===== config.mk =====
export PLATFORM = sky130hd
export DESIGN_NAME = pc_fetch
export DESIGN_NICKNAME = d
export VERILOG_FILES = /design/src/rtl/mips_pkg.sv /design/src/rtl/pc_fetch_fsm.sv /design/src/rtl/pc_fetch.sv
export SDC_FILE = /design/constraint.sdc
export NUM_CORES = 1
export LEC_CHECK = 0
export BUFFER_PORTS_ARGS = -buffer_cell sky130_fd_sc_hd__buf_2
export CELL_PAD_IN_SITES_DETAIL_PLACEMENT = 1
export CELL_PAD_IN_SITES_GLOBAL_PLACEMENT = 2
export CORE_UTILIZATION = 22
export CTS_BUF_LIST = sky130_fd_sc_hd__clkbuf_8
export DETAILED_ROUTE_END_ITERATION = 12
export PLACE_DENSITY = 0.85
export SLEW_MARGIN = 20
export SYNTH_ARGS = -nofsm -noshare
export SYNTH_HDL_FRONTEND = slang
export SYNTH_SLANG_ARGS = --single-unit

===== constraint.sdc =====
create_clock -name clk -period 2.3 [get_ports clk]
set_clock_uncertainty 0.05 [all_clocks]
set_input_delay 0.23 -clock clk [delete_from_list [all_inputs] [get_ports clk]]
set_output_delay 0.23 -clock clk [all_outputs]
set_load 0.02 [all_outputs]

===== src/rtl/mips_pkg.sv =====
// Shared definitions for the fetch stage: reset PC, fetch state encoding,
// next-PC select codes and word-PC helpers.
package mips_pkg;

    localparam int          WORD_PC_W    = 30;
    localparam logic [31:0] RESET_PC_DEF = 32'h0000_3000;

    typedef enum logic [1:0] {
        FS_REQ  = 2'd0,
        FS_WAIT = 2'd1,
        FS_HOLD = 2'd2,
        FS_DROP = 2'd3
    } fetch_state_e;

    typedef enum logic [1:0] {
        NPC_SEL_PCP4   = 2'd0,
        NPC_SEL_BRANCH = 2'd1,
        NPC_SEL_JUMP   = 2'd2,
        NPC_SEL_JR     = 2'd3
    } npc_sel_e;

    // Word-address increment; wraps silently at the top of the 30-bit space.
    function automatic logic [WORD_PC_W-1:0] word_pc_inc(input logic [WORD_PC_W-1:0] pc);
        return pc + 30'd1;
    endfunction

endpackage


===== src/rtl/pc_fetch_fsm.sv =====
// Fetch sequencing FSM: state register plus next-state logic with redirect
// taking priority over grant, response and decode handshake.
//  state | meaning
//  REQ   | request driven on imem, waiting for gnt
//  WAIT  | request granted, waiting for rvalid
//  HOLD  | instruction presented to decode, waiting for id_ready
//  DROP  | response still owed for a redirected fetch; discard it
module pc_fetch_fsm
    import mips_pkg::*;
(
    input  logic         clk,
    input  logic         rst,
    input  logic         redir_valid_i,
    input  logic         imem_gnt_i,
    input  logic         imem_rvalid_i,
    input  logic         id_ready_i,
    output fetch_state_e state_o,
    output logic         capture_o,
    output logic         handshake_o
);

    fetch_state_e state_q, state_d;

    always_ff @(posedge clk) begin
        if (rst) state_q <= FS_REQ;
        else     state_q <= state_d;
    end

    always_comb begin
        state_d     = state_q;
        capture_o   = 1'b0;
        handshake_o = 1'b0;
        case (state_q)
            FS_REQ: begin
                if (redir_valid_i)   state_d = imem_gnt_i ? FS_DROP : FS_REQ;
                else if (imem_gnt_i) state_d = FS_WAIT;
            end
            FS_WAIT: begin
                if (redir_valid_i) begin
                    state_d = imem_rvalid_i ? FS_REQ : FS_DROP;
                end else if (imem_rvalid_i) begin
                    state_d   = FS_HOLD;
                    capture_o = 1'b1;
                end
            end
            FS_HOLD: begin
                if (redir_valid_i) begin
                    state_d = FS_REQ;
                end else if (id_ready_i) begin
                    state_d     = FS_REQ;
                    handshake_o = 1'b1;
                end
            end
            FS_DROP: begin
                // The owed response is consumed whether or not another redirect arrives.
                if (imem_rvalid_i) state_d = FS_REQ;
            end
            default: state_d = FS_REQ;
        endcase
    end

    assign state_o = state_q;

endmodule


===== src/rtl/pc_fetch.sv =====
// Fetch stage: owns the PC, issues one imem request at a time, presents
// {instr, pc, pcp4} to decode. PC_FETCH_CNT_EN adds the fetch_cnt handshake counter.
module pc_fetch
    import mips_pkg::*;
#(
    parameter logic [31:0] RESET_PC = RESET_PC_DEF
) (
    input  logic        clk,
    input  logic        rst,
    input  logic [29:0] npc,
    input  logic        redir_valid,
    input  logic [29:0] redir_pc,
    output logic        imem_req,
    output logic [31:0] imem_addr,
    input  logic        imem_gnt,
    input  logic        imem_rvalid,
    input  logic [31:0] imem_rdata,
    output logic        id_valid,
    input  logic        id_ready,
    output logic [31:0] id_instr,
    output logic [31:0] id_pc,
    output logic [31:0] id_pcp4
`ifdef PC_FETCH_CNT_EN
    ,
    output logic [31:0] fetch_cnt
`endif
);

    localparam logic [WORD_PC_W-1:0] RESET_WPC = RESET_PC[31:2];

    fetch_state_e         state;
    logic                 capture, handshake;
    logic [WORD_PC_W-1:0] pc_q, pc_d;
    logic [31:0]          instr_q, instr_d;

    pc_fetch_fsm u_fsm (
        .clk           (clk),
        .rst           (rst),
        .redir_valid_i (redir_valid),
        .imem_gnt_i    (imem_gnt),
        .imem_rvalid_i (imem_rvalid),
        .id_ready_i    (id_ready),
        .state_o       (state),
        .capture_o     (capture),
        .handshake_o   (handshake)
    );

    always_comb begin
        pc_d = pc_q;
        if (redir_valid)    pc_d = redir_pc;
        else if (handshake) pc_d = npc;
        instr_d = capture ? imem_rdata : instr_q;
    end

    always_ff @(posedge clk) begin
        if (rst) begin
            pc_q    <= RESET_WPC;
            instr_q <= '0;
        end else begin
            pc_q    <= pc_d;
            instr_q <= instr_d;
        end
    end

    // The fetch address and the decode PC are the same register by design.
    assign imem_req  = (state == FS_REQ) && !rst;
    assign imem_addr = {pc_q, 2'b00};
    assign id_valid  = (state == FS_HOLD) && !rst;
    assign id_instr  = instr_q;
    assign id_pc     = {pc_q, 2'b00};
    assign id_pcp4   = {word_pc_inc(pc_q), 2'b00};

`ifdef PC_FETCH_CNT_EN
    logic [31:0] cnt_q;

    always_ff @(posedge clk) begin
        if (rst)            cnt_q <= '0;
        else if (handshake) cnt_q <= cnt_q + 32'd1;
    end

    assign fetch_cnt = cnt_q;
`endif

endmodule


; Word level (Yosys, flattened, before mapping)
; Cells that the tools add are included.
[word_totals]
register_bits = 64
inputBits = 98
out_inout_bits = 130
[classes]
addsub = 1
n_eq_ne = 7
mux = 18
n_reduce_logical = 6
[op_table]
columns = operator, n
row1 = 2-to-1 mux 30 bit, 2
row2 = adder 30 x 1 -> 30 bit (second input constant), 1
row3 = 2-to-1 mux 2 bit, 9
row4 = inequality test 3 bit (second input constant), 3
row5 = case mux 2 bit (4 select lines), 1
row6 = 2-to-1 mux 1 bit, 6
row7 = == test 2 bit (second input constant), 2
row8 = AND reduction 4 bit, 1
row9 = == test 2 x 1 -> 1 bit (second input constant), 1
row10 = logical AND 1 bit, 2
row11 = logical NOT 2 bit, 1
row12 = inequality test 2 bit (second input constant), 1
row13 = nonzero test 2 bit, 1
row14 = logical NOT 1 bit, 1

; Logic depth before layout (Yosys ltp)
; Gate-level depths: netlist of run 1.
[logic_depth]
depth_word = 5
mapped_depth = 7
depth_no_buf = 5

; Modules after synthesis
; Synthesis of run 1 repeated with hierarchy kept, for this count alone.
[unflattened]
hier_cells = 396
area_unflattened_um2 = 3427.0
[modules_own_cells]
columns = mod, instances, cells_each, area_each_um2, seq_area_each_um2
row1 = pc_fetch, 1, 380, 3303.2, 1241.2
row2 = pc_fetch_fsm, 1, 16, 123.9, 40.0

; Worst setup path before layout of run 1
; OpenSTA, ideal clock, no wires.
[synth_path]
path_type = register to output
startpoint = register pc_q[0]
endpoint = output port id_pcp4[26]
arrival_ns = 1.858
setup_slack_ns = 0.162
path_stages_with_launch = 6
n_path_buf = 0
cell_sequence = dfxtp_1 ha_1 nand3_1 nor4_4 nand4_1 xnor2_1
[synth_between]
elab_chain_cells = 1
[synth_rtl]
columns = item, line
row1 = "start, declared", pc_fetch.sv:33  ; logic [WORD_PC_W-1:0] pc_q, pc_d;
row2 = "start signal, assigned", pc_fetch.sv:60  ; pc_q <= pc_d;
row3 = adder 30 x 1 -> 30 bit, mips_pkg.sv:24  ; return pc + 30'd1;
row4 = "end, declared", pc_fetch.sv:22  ; output logic [31:0] id_pcp4
; Every way passes these cells.

; Worst setup path after layout of run 1
[layout_path]
startpoint = register pc_q[16]
endpoint = output port id_pcp4[27]
; The elaborated chain is that of the path after synthesis.

==> run_results.csv, run 1 <==
group,metric,value,unit
routing,antenna_left,0,
synthesis,syn_area,0.00342,mm^2
global_routing,grtUsageTotal,14.6,%
global_routing,grt_overflow,0,
routing,drt_pass1_iterations,4,
synthesis,syn_avg_cell_area,8.28,um^2
finish,fin_util,32.3,%
placed_design,portBuffers,221,
sta,rsz0062_at_grt,"false",
sta,whs,0.0596,ns
finish,drive_gt1_share,46.4,%
clock_network,clk_pin_slew,0.08,ns
clock_network,cts.root.buffer_cell,"clkbuf_8",
power,powerDensity,659,mW/mm^2
floorplanning,rows,45,
setup_path,worstReg2RegEnd,"pc_q[10]",
floorplanning,num_io_pins,228,
sta,fmax,466,MHz
clock_network,cts_max_path_buffers,2,
clock_network,cts_tree,"yes",
synthesis,yosysSeqAreaShare,37.5,%
floorplanning,die_h,127,um
clock_network,ctsHoldBuffers,0,
synthesis,async_reset_ff_share,0,%
setup_path,ff2ff_setup_slack,0.79,ns
routing,drtIter0Drc,107,
setup_path,cp.arrival,1.87,ns
synthesis,ys_warn_count,0,
clock_network,numCtsBuffers,9,
run_status,status,"complete, no violations",
setup_path,timing.rr.start,"u_fsm.state_o[0]",
finish,nFillCells,1889,
global_routing,grt_pass1_vias,3573,
floorplanning,fp.dieW,127,um
clock_network,htree_levels,3,
setup_path,endpoint,"id_pcp4[27]",
setup_path,required,2.02,ns
clock_network,clkSinkCount,64,
global_routing,grt_max_degree,59,
global_routing,use_met2,26.7,%
setup_path,start_kind,"flip-flop",
sta,period_share,93.3,%
finish,n_antenna_cell,0,
sta,finalHoldViolations,0,
run,drv_cap,0,
global_routing,use_met3,4.85,%
global_routing,antenna_found_initial,0,
synthesis,yosysUniqueCellTypes,33,
floorplanning,die_area,0.0160,mm^2
synthesis,syn_inst,413,
sta,slew_viol_final,0,
min_path,hp-start,"imem_rdata[1]",
synthesis,ys.flop_type,"dfxtp_1",
finish,area_delta_synth_final,43.6,%
routing,avgRoutedWirePerCell,14.6,um
power,ir_drop,0.250,mV
global_routing,grt.busiest_layer,"met2",
floorplanning,core,0.0152,mm^2
setup_path,criticalPathCategory,"reg2out",
setup_path,critPathLaunch,"pc_q[16]",
routing,vias_per_cell,4.48,
sta,fin_tns_setup,0,ns
routing,drt-total-wl,11600,um
clock_network,clkLatencyLatePin,0.35,ns
min_path,hold_class,"in2reg",
setup_path,end_kind,"output port",
power,p_leak,2.38,nW
placed_design,gp_congestion,0.795,
placed_design,dpl.hpwl,8950,um
setup_path,crit_fanout,7,
synthesis,synth_edf_count,0,
setup_path,r2r_cells,5,
routing,vias,3578,
finish,final_cell_mix,"buf_2 (218), nand2_1 (71), dfxtp_1 (47), nor2_1 (39), a21oi_1 (33)",
global_routing,grtUsageMet1,15.9,%
sta,min_period,2.15,ns
global_routing,grt_pass1_wl,18100,um
routing,drc,0,
finish,final_net_count,704,
sta,finalSetupViolCount,0,
floorplanning,start_util,22.5,%
finish,final_common_cell,"buf_2",
synthesis,ys_ff_latch,64,
==> layer usage <==
metal	routed length (um)	vias to the layer above
met5	0	-
met4	127	0
met3	799	9
met2	5900	129
met1	4790	1697
li1	-	1743
==> repair_timing <==
action | CTS | global route
resized for setup | 9 | 32
pin swaps | 3 | 5
buffers inserted | 2 | 7
endpoints found under the hold margin | 0 | 0
endpoints found under the setup margin | 19 | 15
==> stage by stage <==
stage	worst slack, ns	instances	total power [mW]	area, um^2
floorplan	0.162	418	1.76	3440
global placement	0.231	774	1.99	4480
detailed placement	0.0908	774	2.00	4480
CTS	0.00320	792	3.28	4770
global route	0.00347	798	3.41	4910
finish	0.154	798	3.23	4910
==> Yosys cell counts, drive strengths merged (3+ instances only) <==
cell type / n / area, um^2
buf: 50 / 339
inv: 6 / 22.5
nand3: 12 / 60.1
nand4: 11 / 96.3
and3: 4 / 25.0
nand2b: 3 / 18.8
a211oi: 29 / 218
a21oi: 33 / 165
nand2: 72 / 270
xnor2: 23 / 201
mux2i: 31 / 310
dfxtp: 64 / 1280
xor2: 5 / 43.8
nor2: 39 / 146
clkbuf: 12 / 46.3
nor3: 4 / 31.3
==> worst min path at each step <==
stage                     slack, ns      endpoint  depth (start not counted)
final                          0.06   id_instr[1]                          3
after global routing           0.03   id_instr[5]                          3
after CTS                      0.03   id_instr[8]                          3
after detailed placement       0.40   id_instr[5]                          2
after global placement         0.39  id_instr[29]                          2
after floorplan                0.32   id_instr[0]                          2
==> report_power, final <==
part           internal [mW]  leakage [nW]  switching, mW
combinational          0.280          1.72          0.436
clock                  0.777         0.126          0.467
sequential              1.17         0.532          0.102
total                   2.23          2.38           1.01
==> kinds of logic after synthesis <==
logic type / synth area share [%]
adders and majority gates: 0.366
xor gates and xnor gates: 7.17
and+or+nand+nor: 21.2
buffers and inverters: 11.9
other: 0.110
AOI/OAI and AO/OA: 12.0
DFF: 37.5
muxes: 9.74
==> sequential cells by signal, indices dropped and copies added (netlist names) <==
register / cells
id_instr: 32
pc_q: 30
u_fsm.state_o: 2
==> worst max-delay path, stage by stage, from the launching register on <==
cell and delay (ns):
dfxtp_4 0.39, nand4_1 0.21, nor3_4 0.24, buf_4 0.17, nand4_1 0.12, xnor2_1 0.18, buf_2 0.19
==> layout make-up <==
cell class                 count  area (um^2)  area share [%]
tap                          188          235            4.79
inverter                       6         22.5           0.459
clock buffer                  11          151            3.08
sequential                    64         1330            27.1
clock inverter                 5          103            2.09
multi-input combinational    286         1800            36.7
timing repair buffer         238         1260            25.7
No activity file was read; power rests on OpenSTA's default activity.
==> inputs of run 2 (changes only) <==
--- a/config.mk
+++ b/config.mk
@@ -8,10 +8,10 @@
 export BUFFER_PORTS_ARGS = -buffer_cell sky130_fd_sc_hd__buf_2
 export CELL_PAD_IN_SITES_DETAIL_PLACEMENT = 1
 export CELL_PAD_IN_SITES_GLOBAL_PLACEMENT = 2
-export CORE_UTILIZATION = 22
+export CORE_UTILIZATION = 24
 export CTS_BUF_LIST = sky130_fd_sc_hd__clkbuf_8
 export DETAILED_ROUTE_END_ITERATION = 12
-export PLACE_DENSITY = 0.85
+export PLACE_DENSITY = 0.92
 export SLEW_MARGIN = 20
 export SYNTH_ARGS = -nofsm -noshare
 export SYNTH_HDL_FRONTEND = slang
==> constraint.sdc (replaced) <==
create_clock -name clk -period 2.52 [get_ports clk]
set_clock_uncertainty 0.05 [all_clocks]
set_input_delay 0.252 -clock clk [delete_from_list [all_inputs] [get_ports clk]]
set_output_delay 0.252 -clock clk [all_outputs]
set_load 0.02 [all_outputs]
==> run_results.csv, run 2 (synthesis gave the netlist of run 1 again) <==
group,metric,value,unit
run_status,status,"complete, no violations",
setup_path,start_kind,"flip-flop",
routing,drc,0,
finish,multi_input_area,0.00178,mm^2
setup_path,required,2.22,ns
routing,drt_pass1_iterations,4,
min_path,holdPathStages,3,
finish,largest_register_ffs,32,
finish,area_delta_synth_final,38.4,%
sta,min_period,2.36,ns
floorplanning,fp.dieW,121,um
finish,drive_gt1_share,44.0,%
floorplanning,start_util,24.6,%
sta,rsz0062_at_grt,"false",
sta,tightest_slew,0.574,ns
routing,drtIter0Drc,93,
global_routing,grt_pass1_wl,18200,um
clock_network,clk_pin_slew,0.08,ns
placed_design,pre_cts_slack,0.280,ns
setup_path,cp.arrival,2.06,ns
floorplanning,rows,43,
setup_path,ff2ff_setup_slack,0.77,ns
floorplanning,die_h,121,um
global_routing,grtUsageTotal,16.0,%
placed_design,place_area,0.00447,mm^2
floorplanning,die_area,0.0147,mm^2
finish,final_cell_mix,"buf_2 (221), nand2_1 (71), dfxtp_1 (58), nor2_1 (39), a21oi_1 (33)",
setup_path,criticalPathCategory,"reg2out",
power,p_total,2.83,mW
sta,worst_slack,0.161,ns
setup_path,worstReg2RegEnd,"pc_q[17]",
clock_network,htree_levels,3,
sta,slew_headroom,61.7,%
finish,final_net_count,698,
placed_design,portBuffers,221,
sta,fmax,424,MHz
finish,final_common_cell,"buf_2",
setup_path,r2r_cells,5,
setup_path,end_kind,"output port",
finish,n_antenna_cell,0,
run,drv_cap,0,
global_routing,grt_overflow,0,
routing,antenna_left,0,
sta,slew_viol_final,0,
sta,fin_tns_setup,0,ns
floorplanning,core,0.0139,mm^2
clock_network,clkSinkCount,64,
clock_network,cts_max_path_buffers,2,
power,powerDensity,598,mW/mm^2
clock_network,cts_tree,"yes",
min_path,hp-start,"imem_rdata[2]",
placed_design,gp_congestion,0.830,
finish,fin_util,34.1,%
finish,nFillCells,1748,
global_routing,antenna_found_initial,0,
finish,postLayoutCellArea,0.00473,mm^2
sta,finalSetupViolCount,0,
floorplanning,num_io_pins,228,
finish,register_area,0.00129,mm^2
setup_path,timing.rr.start,"u_fsm.state_o[0]",
min_path,whs_endpoint,"id_instr[2]",
routing,vias_per_cell,4.52,
clock_network,cts.root.buffer_cell,"clkbuf_8",
setup_path,crit_fanout,8,
clock_network,ctsHoldBuffers,0,
routing,avgRoutedWirePerCell,15.0,um
power,ir_drop,0.283,mV
global_routing,grt_max_degree,59,
routing,vias,3547,
global_routing,grt_pass1_vias,3577,
placed_design,dpl.hpwl,9170,um
power,p_leak,2.33,nW
clock_network,clkLatencyLatePin,0.36,ns
sta,finalHoldViolations,0,
min_path,hold_class,"in2reg",
clock_network,numCtsBuffers,9,
routing,drt-total-wl,11800,um
sta,period_share,93.6,%
-- run 2: how the worst max path moves through the flow --
stage                       end  cells past startpoint      from
floorplan           id_pcp4[26]                      5   pc_q[0]
global placement    id_pcp4[27]                      5   pc_q[3]
detailed placement  id_pcp4[26]                      7   pc_q[0]
finish              id_pcp4[26]                      5  pc_q[15]
CTS                 id_pcp4[26]                      7   pc_q[1]
global route        id_pcp4[26]                      6   pc_q[7]
-- run 2: timing repair --
action	4_1_cts	5_1_grt
buffers inserted	1	0
setup endpoints to repair	10	6
gates resized for setup	2	9
pin swaps	1	2
-- run 2: report_power, final --
group          internal (mW)  switching (mW)
Clock                  0.567           0.460
Combinational          0.247           0.402
Sequential              1.07          0.0876
-- run 2: worst max-delay path, stage by stage (launching register included) --
cell,delay (ns)
dfxtp_1,0.50
nand4_1,0.24
nor3_4,0.34
nand4_1,0.18
xnor2_1,0.23
buf_2,0.20
-- run 2: final cells by class --
cell class | count | share of cell area (%)
multi-input cells | 286 | 37.5
flip-flops and latches | 64 | 27.2
repair buffers | 232 | 25.2
well taps | 180 | 4.76
clock buffers | 9 | 2.62
clock inverters | 7 | 2.17
inverters | 6 | 0.476
-- run 2: stage by stage --
stage,hold WS [ns],cells
detailed placement,0.395,767
floorplan,0.338,418
global route,0.0446,784
CTS,0.0395,784
finish,0.0662,784
global placement,0.390,767
-- run 2: routing by layer --
metal,GRT usage [%],vias up,routed length [um]
met3,5.03,18,870
li1,-,1731,-
met4,6.25,0,229
met1,17.4,1657,4710
met5,0,-,0
met2,28.5,141,5970
